`src/rtl/nbody_update_scheduler.sv`:
```
// Three-body physics update sequencer: time-shares one pair-force unit over AB/AC/BC,
// then commits velocity and position. Optional macro VEL_SAT_EN clamps velocities to +/-VMAX.
//
// state | meaning
// IDLE  | waiting for frame_start (or step while paused)
// PAIR  | requesting force for pair force_sel, accumulating on ack
// VEL   | v += a on frames where frame_cnt mod VEL_DIV == 0
// POS   | p += v (new velocity)
// DONE  | positions visible, update_done pulse, frame_cnt++
module nbody_update_scheduler #(
  parameter int VEL_DIV = 8,
  parameter int VMAX    = 7
) (
  input  logic        clk,
  input  logic        reset,
  input  logic        frame_start,
  input  logic        pause,
  input  logic        step,
  output logic        force_req,
  output logic [1:0]  force_sel,
  output logic [9:0]  force_p0_x,
  output logic [9:0]  force_p0_y,
  output logic [9:0]  force_p1_x,
  output logic [9:0]  force_p1_y,
  input  logic        force_ack,
  input  logic [3:0]  force_fx,
  input  logic [3:0]  force_fy,
  output logic [29:0] pos_x,
  output logic [29:0] pos_y,
  output logic        busy,
  output logic        update_done,
  output logic        overrun,
  output logic [7:0]  frame_cnt
);

  typedef enum logic [2:0] {IDLE, PAIR, VEL, POS, DONE} state_t;

`ifdef VEL_SAT_EN
  localparam bit SAT_EN = 1'b1;
`else
  localparam bit SAT_EN = 1'b0;
`endif
  localparam logic signed [10:0] V_HI = 11'(VMAX);
  localparam logic signed [10:0] V_LO = -11'(VMAX);
  localparam logic [7:0] DIV_MASK = 8'(VEL_DIV - 1);

  state_t state, state_nxt;
  logic signed [9:0] px [3];
  logic signed [9:0] py [3];
  logic signed [9:0] vx [3];
  logic signed [9:0] vy [3];
  logic signed [5:0] ax [3];
  logic signed [5:0] ay [3];
  logic [1:0] sel;
  logic [7:0] cnt;
  logic       ovr;
  logic       trigger;
  logic       vel_en;
  logic signed [5:0] fx6, fy6;

  assign trigger = (frame_start && !pause) || (step && pause);
  assign vel_en  = (cnt & DIV_MASK) == 8'd0;
  assign fx6     = {{2{force_fx[3]}}, force_fx};
  assign fy6     = {{2{force_fy[3]}}, force_fy};

  function automatic logic signed [9:0] vel_sum(input logic signed [9:0] v,
                                                input logic signed [5:0] a);
    logic signed [10:0] s;
    s = 11'(v) + 11'(a);
    if (SAT_EN && s > V_HI) return 10'(V_HI);
    if (SAT_EN && s < V_LO) return 10'(V_LO);
    return s[9:0];
  endfunction

  always_ff @(posedge clk) begin
    if (reset) state <= IDLE;
    else       state <= state_nxt;
  end

  always_comb begin
    state_nxt   = state;
    force_req   = 1'b0;
    update_done = 1'b0;
    case (state)
      IDLE: if (trigger) state_nxt = PAIR;
      PAIR: begin
        force_req = 1'b1;
        if (force_ack && sel == 2'd2) state_nxt = VEL;
      end
      VEL:  state_nxt = POS;
      POS:  state_nxt = DONE;
      DONE: begin
        update_done = 1'b1;
        state_nxt   = IDLE;
      end
      default: state_nxt = IDLE;
    endcase
  end

  always_ff @(posedge clk) begin
    if (reset) begin
      px[0] <= 10'sd270; py[0] <= 10'sd200;
      px[1] <= 10'sd370; py[1] <= 10'sd280;
      px[2] <= 10'sd320; py[2] <= 10'sd160;
      for (int i = 0; i < 3; i++) begin
        vx[i] <= '0; vy[i] <= '0;
        ax[i] <= '0; ay[i] <= '0;
      end
      sel <= 2'd0;
      cnt <= 8'd0;
      ovr <= 1'b0;
    end else begin
      if (busy && (frame_start || step)) ovr <= 1'b1;
      case (state)
        IDLE: if (trigger) begin
          sel <= 2'd0;
          for (int i = 0; i < 3; i++) begin
            ax[i] <= '0; ay[i] <= '0;
          end
        end
        PAIR: if (force_ack) begin
          // first body of the pair gets +f, second gets -f
          case (sel)
            2'd0: begin
              ax[0] <= ax[0] + fx6; ay[0] <= ay[0] + fy6;
              ax[1] <= ax[1] - fx6; ay[1] <= ay[1] - fy6;
            end
            2'd1: begin
              ax[0] <= ax[0] + fx6; ay[0] <= ay[0] + fy6;
              ax[2] <= ax[2] - fx6; ay[2] <= ay[2] - fy6;
            end
            default: begin
              ax[1] <= ax[1] + fx6; ay[1] <= ay[1] + fy6;
              ax[2] <= ax[2] - fx6; ay[2] <= ay[2] - fy6;
            end
          endcase
          if (sel != 2'd2) sel <= sel + 2'd1;
        end
        VEL: if (vel_en) begin
          for (int i = 0; i < 3; i++) begin
            vx[i] <= vel_sum(vx[i], ax[i]);
            vy[i] <= vel_sum(vy[i], ay[i]);
          end
        end
        POS: begin
          for (int i = 0; i < 3; i++) begin
            px[i] <= px[i] + vx[i];
            py[i] <= py[i] + vy[i];
          end
        end
        DONE: cnt <= cnt + 8'd1;
        default: ;
      endcase
    end
  end

  always_comb begin
    force_p0_x = px[0]; force_p0_y = py[0];
    force_p1_x = px[1]; force_p1_y = py[1];
    case (sel)
      2'd0: ;
      2'd1: begin
        force_p1_x = px[2]; force_p1_y = py[2];
      end
      default: begin
        force_p0_x = px[1]; force_p0_y = py[1];
        force_p1_x = px[2]; force_p1_y = py[2];
      end
    endcase
  end

  assign force_sel = sel;
  assign busy      = (state != IDLE);
  assign overrun   = ovr;
  assign frame_cnt = cnt;
  assign pos_x     = {px[2], px[1], px[0]};
  assign pos_y     = {py[2], py[1], py[0]};

endmodule
```
`config.mk`:
```
export PLATFORM = sky130hd
export DESIGN_NAME = nbody_update_scheduler
export DESIGN_NICKNAME = d
export VERILOG_FILES = /design/src/rtl/nbody_update_scheduler.sv
export SDC_FILE = /design/constraint.sdc
export NUM_CORES = 1
export LEC_CHECK = 0
export CAP_MARGIN = 20
export CORE_MARGIN = 4
export CORE_UTILIZATION = 59
export DETAILED_ROUTE_END_ITERATION = 16
export PLACE_DENSITY = 0.84
export SETUP_SLACK_MARGIN = 0.3
export SLEW_MARGIN = 10
export SYNTH_ARGS = -nofsm -noshare
export SYNTH_HDL_FRONTEND = slang
export SYNTH_SLANG_ARGS = --single-unit
```
`constraint.sdc`:
```
create_clock -name clk -period 4.98 [get_ports clk]
set_input_delay 1.494 -clock clk [delete_from_list [all_inputs] [get_ports clk]]
set_output_delay 1.494 -clock clk [all_outputs]
set_load 0.02 [all_outputs]
```
Yosys cells after proc, flatten, opt, wreduce, memory -nomap -nowiden
Memory sizes are Yosys's and may differ from the RTL's.
Cells that the tools add are included.

operators by class
  bitwise gates (word level) = 30
  muxes and demuxes = 71
  $add $sub $neg = 22
  eq/ne operators = 11
  reductions and logical operators = 15

operators by type and width
  operator             count
  $mux 10              16
  $mux 6               18
  $add 10x10->10       6
  $add 10x6->10        6
  $mux 1               30
  $or 1x1->1           30
  $add 6x4->6          4
  $sub 6x4->6          4
  $pmux 3 s4           1
  $ne 2x2->1 const B   5
  $add 8x1->8 const B  1
  $logic_not 8->1      1
  $eq 3x2->1 const B   2
  $mux 2               3
  $mux 3               2
  $logic_and 1x1->1    4
  $pmux 2 s2           1
  $reduce_and 4->1     1
  $eq 3x1->1 const B   1
  $eq 3x3->1 const B   1
  $logic_not 3->1      1
  $reduce_bool 3->1    1
  $add 2x1->2 const B  1
  $eq 2x1->1 const B   1
  other kinds (7)      8

word-level totals
  word-level logic and storage cells = 159
  memories kept = 6
  register bits = 14
  memory bits (writable) = 156
  input port bits = 14
  output and inout port bits = 114

memory list
  name  words  bits a word  read ports  clocked after Yosys merged registers in  wr ports  line  source
  px    3      10           3           0                                        3         48    logic signed [9:0] px [3];
  py    3      10           3           0                                        3         49    logic signed [9:0] py [3];
  vx    3      10           3           0                                        3         50    logic signed [9:0] vx [3];
  vy    3      10           3           0                                        3         51    logic signed [9:0] vy [3];
  ax    3      6            3           0                                        3         52    logic signed [5:0] ax [3];
  ay    3      6            3           0                                        3         53    logic signed [5:0] ay [3];

Logic depth before layout (Yosys ltp)
Gate-level depths: netlist of run 1.

  depth in word-level cells = 10
  mapped depth = 9
  mapped depth without buffers = 8

Worst setup path before layout of run 1
OpenSTA, ideal clock, no wires.

  kind = reg2reg
  from = reg cnt[0] (netlist: frame_cnt[0])
  to = mem vx[0][0], enable pin
  period minus slack after synthesis = 4,008 ps
  buffers on the path = 0
  stages on the path, launching flop included = 5
  data required time = 4,490 ps
  arrival = 3,518 ps
  slack = 972 ps
  setup time = 490 ps
  cell sequence = dfxtp_1 inv_1 ha_1 nand3_1 o21bai_1

RTL lines
  what                    line  source
  from (decl)             55    logic [7:0] cnt;
  from (signal assigned)  151   DONE: cnt <= cnt + 8'd1;
  to (decl)               50

Worst setup path in the final report of run 1
  from = reg sel[0] (netlist: force_sel[0])
  to = out force_p0_y[6]

between the ends
  cells in the longest elaborated chain, start to end = 3
  elaborated cells between the ends (all ways) = 4
  those cells by class = eq/ne (1); mux (1); reduce/logical (2)

ends and longest elaborated chain
  what                                           line  source
  from (decl)                                    54    logic [1:0] sel;
  from (signal assigned)                         137   if (sel != 2'd2) sel <= sel + 2'd1;
  $eq 2x1->1 or $logic_not 2->1 (tied branches)  160   case (sel)
  $reduce_or 2->1 (no line) *                    n/a
  $mux 10 *                                      160
  to (decl)                                      22    output logic [9:0] force_p0_y,

Mark *: on every way between the ends. The rest lies on a longest branch, timed or not.

==> results of run 1 <==
-- cells in the final DEF, fill, tap and decap left out, drive strengths merged, types with 21 or more instances in the layout --
master	netlist	layout
edfxtp	156	156
a21oi	96	96
nand2	119	119
nand3	48	48
xor2	64	64
inv	76	77
clkdlybuf4s50	0	127
xnor2	21	21
ha	153	153
o21a	28	28
nor2	143	143
clkbuf	22	21
a21o	35	35
and3	23	23
o21ai	59	59
nor3	74	74
a211oi	29	29
-- metal layers --
layer / vias up / GRT usage
met5: - / 0
met3: 57 / 0.0441
met1: 5031 / 0.354
li1: 5174 / -
met4: 0 / 0.105
met2: 410 / 0.437
-- how the worst min path moves through the flow --
stage / slack [ns] / from / cells after the start / to
final: 0.49 / overrun / 2 / overrun
after global routing: 0.52 / overrun / 2 / overrun
after CTS: 0.50 / overrun / 2 / overrun
after detailed placement: 0.48 / overrun / 2 / overrun
after global placement: 0.46 / overrun / 2 / overrun
after floorplan: 0.51 / state[2] / 1 / state[1]
-- cells by family (layout without fill, tap and decap cells) --
logic type / Yosys count / in the layout / share of synthesized area
compound gates: 291 / 291 / 0.141
xor+xnor: 85 / 85 / 0.0577
fa+ha+maj: 173 / 173 / 0.180
buf+inv: 107 / 251 / 0.0323
flops: 170 / 170 / 0.385
mux: 23 / 23 / 0.0198
other cells: 0 / 2 / 0
simple gates: 503 / 503 / 0.184
-- worst register-to-register path: stages (launching register included) --
cell and delay (ns):
dfxtp_1 0.35, inv_1 0.11, ha_1 0.43, or2_1 0.70
buf_4 0.36, nor3_1 0.07, a22o_1 0.21, or4_1 0.51
a21oi_1 0.16
-- report_power, final --
| part | switching, mW | internal (mW) | total (mW) | leakage, nW |
|---|---|---|---|---|
| Clock | 0.583 | 0.739 | 1.32 | 0.273 |
| Sequential | 0.0739 | 1.62 | 1.70 | 1.68 |
| Combinational | 0.525 | 0.394 | 0.919 | 4.35 |
| Total | 1.18 | 2.76 | 3.94 | 6.29 |
-- sequential cells by signal, indices dropped and copies added (netlist names) --
signal	count
px	30
py	30
vx	30
vy	30
ax	18
ay	18
frame_cnt	8
state	3
force_sel	2
overrun	1
-- final cells by class --
type | instances | area, sq um | share of cell area
Clock inverter | 11 | 121 | 0.00802
Tap cell | 275 | 344 | 0.0227
Timing Repair Buffer | 143 | 1420 | 0.0941
Clock buffer | 21 | 440 | 0.0291
Inverter | 76 | 285 | 0.0189
Multi-Input combinational cell | 1075 | 7540 | 0.499
Sequential cell | 170 | 4960 | 0.328
Antenna cell | 2 | 5.00 | 0.000331
==> key figures, run 1 <==
CTS
  – Clk sinks: between 150 and 200
  – Clock Tree Root: clkbuf_16
  – # resized after CTS: 0
  – Skew-Pair Late Insertion Delay: around 0.44 ns
  – Number of setup buffers added after CTS: 0
  – H-tree levels: 4
  – CTS tree: built
  – Clock buffer depth: 2
  – Cts bufs inserted: 17
  – Hold buffers post-CTS: 0
  – Worst-path clk slew: 0.06 ns

Critical path
  – RR Endpoint: ax[1][5]
  – Arrival time worst endpoint: 2.91 ns
  – Reg2Reg Setup Slack: between 1.5 and 2 ns
  – Termination of the worst setup path: force_p0_y[6]
  – Peak fanout along the critical path: 20
  – CP startpoint kind: flop
  – Most used cell, CP: nand2_1
  – Crit path depth: 6
  – Crit end category: primary output
  – Crit path kind: flop to primary output
  – Req. time, crit path: 3.49 ns
  – Worst setup path startpoint: force_sel[0]
  – CP delay by family, top: simple AND/OR/NAND/NOR gates
  – Reg2reg start: force_sel[0]
  – Slowest cell on crit path: or2_1
  – Reg2reg path depth: 8
  – CP Cell Sequence: inv_1, ha_1, or2_1, nand2_1, nand2_1, clkdlybuf4s50_1
  – Crit path buffers/inverters: 2
  – Slowest stage delay, CP: 0.69 ns

Routing
  – WL per Instance: 18.2 um
  – Met2 routed WL: between 15 and 20 mm
  – Highest routed metal layer: met4
  – Detailed-route via count: 10700
  – Vias/cell: between 6 and 7
  – Iteration-0 DRC count of the detailed router: approximately 860
  – Drt drc: 0
  – Post-Route M1 WL: 14.0 mm
  – Length of routed met3 wiring: 2.23 mm
  – TritonRoute pass-1 iters: 5
  – Routed Antenna Nets: 0
  – Routed WL: 32.2 mm

Outcome
  – Outcome: finished, final reports clean

Timing
  – Final Hold Viols: 0
  – Clock Skew: 0.0141 ns
  – Final setup violation count: 0
  – Hold Slack: 0.487 ns
  – Worst Max-Slew Pin Slew: around 1.0 ns
  – Final Slew Violations: 0
  – PnR worst setup slack: 0.576 ns
  – Unrepaired setup endpoints after global routing: false
  – Fin Setup TNS: 0 ns
  – Post-layout minimum cycle time: 4.40 ns
  – Slew margin rel.: 0.300
  – Fin crit share: 0.884
  – Fmax: 227 MHz

Synth
  – EDFF count, synth: 156
  – Synthesized area per cell: 9.54 sq um
  – Count of cell types in the netlist: 51
  – Main area contributors after synthesis: edfxtp_1 36%, ha_1 15%, xor2_1 4.3%
  – Area leader, netlist: edfxtp_1
  – Synth warn: 0
  – Count leader, synth: edfxtp_1
  – Sequential cell area fraction in the yosys report: 0.385
  – Syn Inst Count: roughly 1400
  – Area share of the largest cell type after synthesis: 0.363
  – Synth Flop Type: edfxtp_1
  – Top cells by count, synth: 156 x edfxtp_1, 153 x ha_1, 143 x nor2_1
  – Mapped cell area: between 10000 and 15000 sq um
  – Synth Net Count: 1539
  – Flops & latches, synth: 170
  – Synth async-reset ratio: 0

Final layout
  – Post-route cell area: 15100 sq um
  – Final Non-Filler Cells: 1773
  – Fill count: 1541
  – P&R area growth vs syn: 17.3%
  – Share of layout cells above drive strength 1: 0.0515
  – Nets: 1670
  – Fin util: 0.711

Floorplan
  – Width of the chip: 156 um
  – Core area: between 20000 and 25000 sq um
  – Number of cell rows: 53
  – Die area: 24300 sq um
  – # IOs: 128
  – Die span in y: 156 um
  – Initial core utilization: 0.606

Pwr
  – Pwr/cell area: 260 nW/um^2
  – Total power: 3.94 mW
  – LEAKAGE: 6.29 nW
  – Peak VDD IR: 0.000199 V

Place
  – Dpl cells: 1737
  – IO buf count: 127
  – Post-Place Worst Slack: 0.912 ns
  – Placed Area: about 15000 sq um
  – Post-DP HPWL: roughly 23 mm
  – Gpl congestion: 0.957

Global route
  – Gr usage total: 0.266
  – Initial antenna violation count: 0
  – Largest net degree at the start of global routing: 55
  – Vias in the first global route: 10600
  – Global-route wire length before repair: 52.2 mm
  – Overflow after GRT: 0

Run
  – Max-cap viol count: 0

Min path
  – Worst min-delay path class: flop to flop
(Power assumes the default switching activity.)
==> run 2, diff against run 1 <==
CORE_UTILIZATION = 40   (was 59)
MAX_ROUTING_LAYER = met4   (was unset)
PLACE_DENSITY = 0.64   (was 0.84)
clock period = 3.6 ns   (was 4.98 ns; I/O delays follow)
==> key figures, run 2 (synthesized netlist as in run 1, its figures left out) <==
Critical path
  – CP startpoint kind: flop (unchanged)
  – Reg2reg path depth: 8 (unchanged)
  – Req. time, crit path: 2.52 ns (was 3.49 ns)
  – Arrival time worst endpoint: 2.32 ns (was 2.91 ns)
  – Reg2reg start: py[0][10] (was force_sel[0])
  – Crit end category: primary output (unchanged)
  – Crit path kind: flop to primary output (unchanged)
  – Worst setup path startpoint: force_sel[1] (was force_sel[0])
  – Peak fanout along the critical path: 27 (was 20)

Final layout
  – Share of layout cells above drive strength 1: 0.0623 (was 0.0515)
  – Commonest non-fill, non-tap cell in the layout: edfxtp_1 (unchanged)
  – P&R area growth vs syn: 19.5% (was 17.3%)
  – Final Non-Filler Cells: 1911 (was 1773)
  – Nets: 1682 (was 1670)
  – Highest-count cells in the layout ignoring fill and taps: 156 x edfxtp_1, 151 x ha_1, 142 x nor2_1, 119 x nand2_1, 96 x a21oi_1 (was 156 x edfxtp_1, 153 x ha_1, 142 x nor2_1, 127 x clkdlybuf4s50_1, 119 x nand2_1)
  – Post-route cell area: 15400 sq um (was 15100 sq um)

Floorplan
  – Core area: 31700 sq um (was 21300 sq um)
  – Number of cell rows: 65 (was 53)
  – Die area: 35200 sq um (was 24300 sq um)
  – # IOs: 128 (unchanged)
  – Initial core utilization: 0.407 (was 0.606)
  – Width of the chip: 188 um (was 156 um)
  – Die span in y: 188 um (was 156 um)

CTS
  – Clock Tree Root: clkbuf_16 (unchanged)
  – Skew-Pair Late Insertion Delay: 0.44 ns (about the same)
  – H-tree levels: 4 (unchanged)
  – Worst-path clk slew: 0.07 ns (was 0.06 ns)
  – CTS tree: built (unchanged)
  – Cts bufs inserted: 17 (unchanged)
  – Clock buffer depth: 2 (unchanged)
  – Clk sinks: 170 (unchanged)

Min path
  – Hold Path Stages: 2 (unchanged)
  – Worst min-delay path class: flop to flop (unchanged)
  – Worst Min Path Start: overrun (unchanged)

Place
  – Post-Place Worst Slack: 0.175 ns (was 0.912 ns)
  – Placed Area: 14800 sq um (was 14500 sq um)
  – Post-DP HPWL: 25.1 mm (was 23.4 mm)
  – Gpl congestion: 0.914 (was 0.957)
  – IO buf count: 127 (unchanged)
  – Dpl cells: 1878 (was 1737)

Global route
  – Vias in the first global route: 10200 (was 10600)
  – Largest net degree at the start of global routing: 38 (was 55)
  – Gr usage total: 0.192 (was 0.266)
  – Global-route wire length before repair: 53.3 mm (was 52.2 mm)
  – Initial antenna violation count: 1 (was 0)
  – Overflow after GRT: 0 (unchanged)

Routing
  – Routed WL: 32.9 mm (was 32.2 mm)
  – Iteration-0 DRC count of the detailed router: 515 (was 862)
  – TritonRoute pass-1 iters: 5 (unchanged)
  – Detailed-route via count: 10500 (was 10700)
  – Drt drc: 0 (unchanged)
  – WL per Instance: 17.2 um (was 18.2 um)
  – Routed Antenna Nets: 0 (unchanged)
  – Vias/cell: 5.47 (was 6.02)

Timing
  – Fin crit share: 0.944
  – Final setup violation count: 0 (unchanged)
  – Unrepaired setup endpoints after global routing: true (was false)
  – Post-layout minimum cycle time: 3.40 ns
  – Fmax: 294 MHz
  – Worst Max-Slew Pin Slew: 0.886 ns (was 1.05 ns)
  – Fin Setup TNS: 0 ns (unchanged)
  – Final Hold Viols: 0 (unchanged)
  – Clock Skew: 0.0175 ns (was 0.0141 ns)
  – PnR worst setup slack: 0.201 ns (was 0.576 ns)
  – Slew margin rel.: 0.408 (was 0.300)
  – Final Slew Violations: 0 (unchanged)

Pwr
  – Peak VDD IR: 0.000212 V (was 0.000199 V)
  – LEAKAGE: 6.43 nW (was 6.29 nW)
  – Pwr/cell area: 354 nW/um^2 (was 260 nW/um^2)

Run
  – Max-cap viol count: 0 (unchanged)

Outcome
  – Outcome: finished, final reports clean (unchanged)
==> run 2: per-stage QoR <==
| step | utilization | power, mW | hold slack (ns) |
|---|---|---|---|
| after CTS | 0.485 | 5.49 | 0.504 |
| after global placement | 0.467 | 3.62 | 0.453 |
| after global routing | 0.486 | 5.75 | 0.533 |
| after floorplan | - | 3.26 | 0.525 |
| final | 0.486 | 5.46 | 0.495 |
| after detailed placement | 0.467 | 3.64 | 0.482 |
==> run 2: repair_timing <==
item	4_1_cts	5_1_grt
setup endpoints to repair	40	22
hold buffers	0	0
resized for setup	42	9
buffers inserted	0	0
==> run 2: worst paths after layout <==
check,end,slack [ns]
setup / recovery,force_p0_x[0],0.20
hold reg to reg,overrun,0.49
hold / removal,overrun,0.49
setup reg to reg,py[0][18],1.32
==> run 2: worst max-delay path, stage by stage (launching register included) <==
cell	delay, ns
dfxtp_1	0.35
inv_1	0.13
ha_2	0.28
or2_1	0.19
buf_12	0.19
nand2_1	0.07
nand2_1	0.06
clkdlybuf4s50_1	0.59
==> run 2: report_power, final <==
part,leakage (nW),switching (mW),total [mW],internal (mW)
Clock,0.276,0.834,1.86,1.02
Sequential,1.68,0.111,2.36,2.25
Combinational,4.47,0.707,1.24,0.536
Total,6.43,1.65,5.46,3.81
==> run 2: per-layer routing <==
| layer | vias to the layer above | routed length (um) | track usage |
|---|---|---|---|
| li1 | 5200 | - | - |
| met1 | 4969 | 15900 | 0.256 |
| met2 | 237 | 15100 | 0.307 |
| met3 | 47 | 1340 | 0.0320 |
| met4 | 0 | 549 | 0.0474 |
| met5 | - | 0 | - |
==> run 2: final cells by class <==
type	instances	area (sq um)
sequential	170	4970
fill	2973	16300
timing repair buffer	155	1530
inverter	76	285
antenna	1	2.50
clock inverter	14	145
tap	402	503
multi-input combinational	1075	7550
clock buffer	18	429
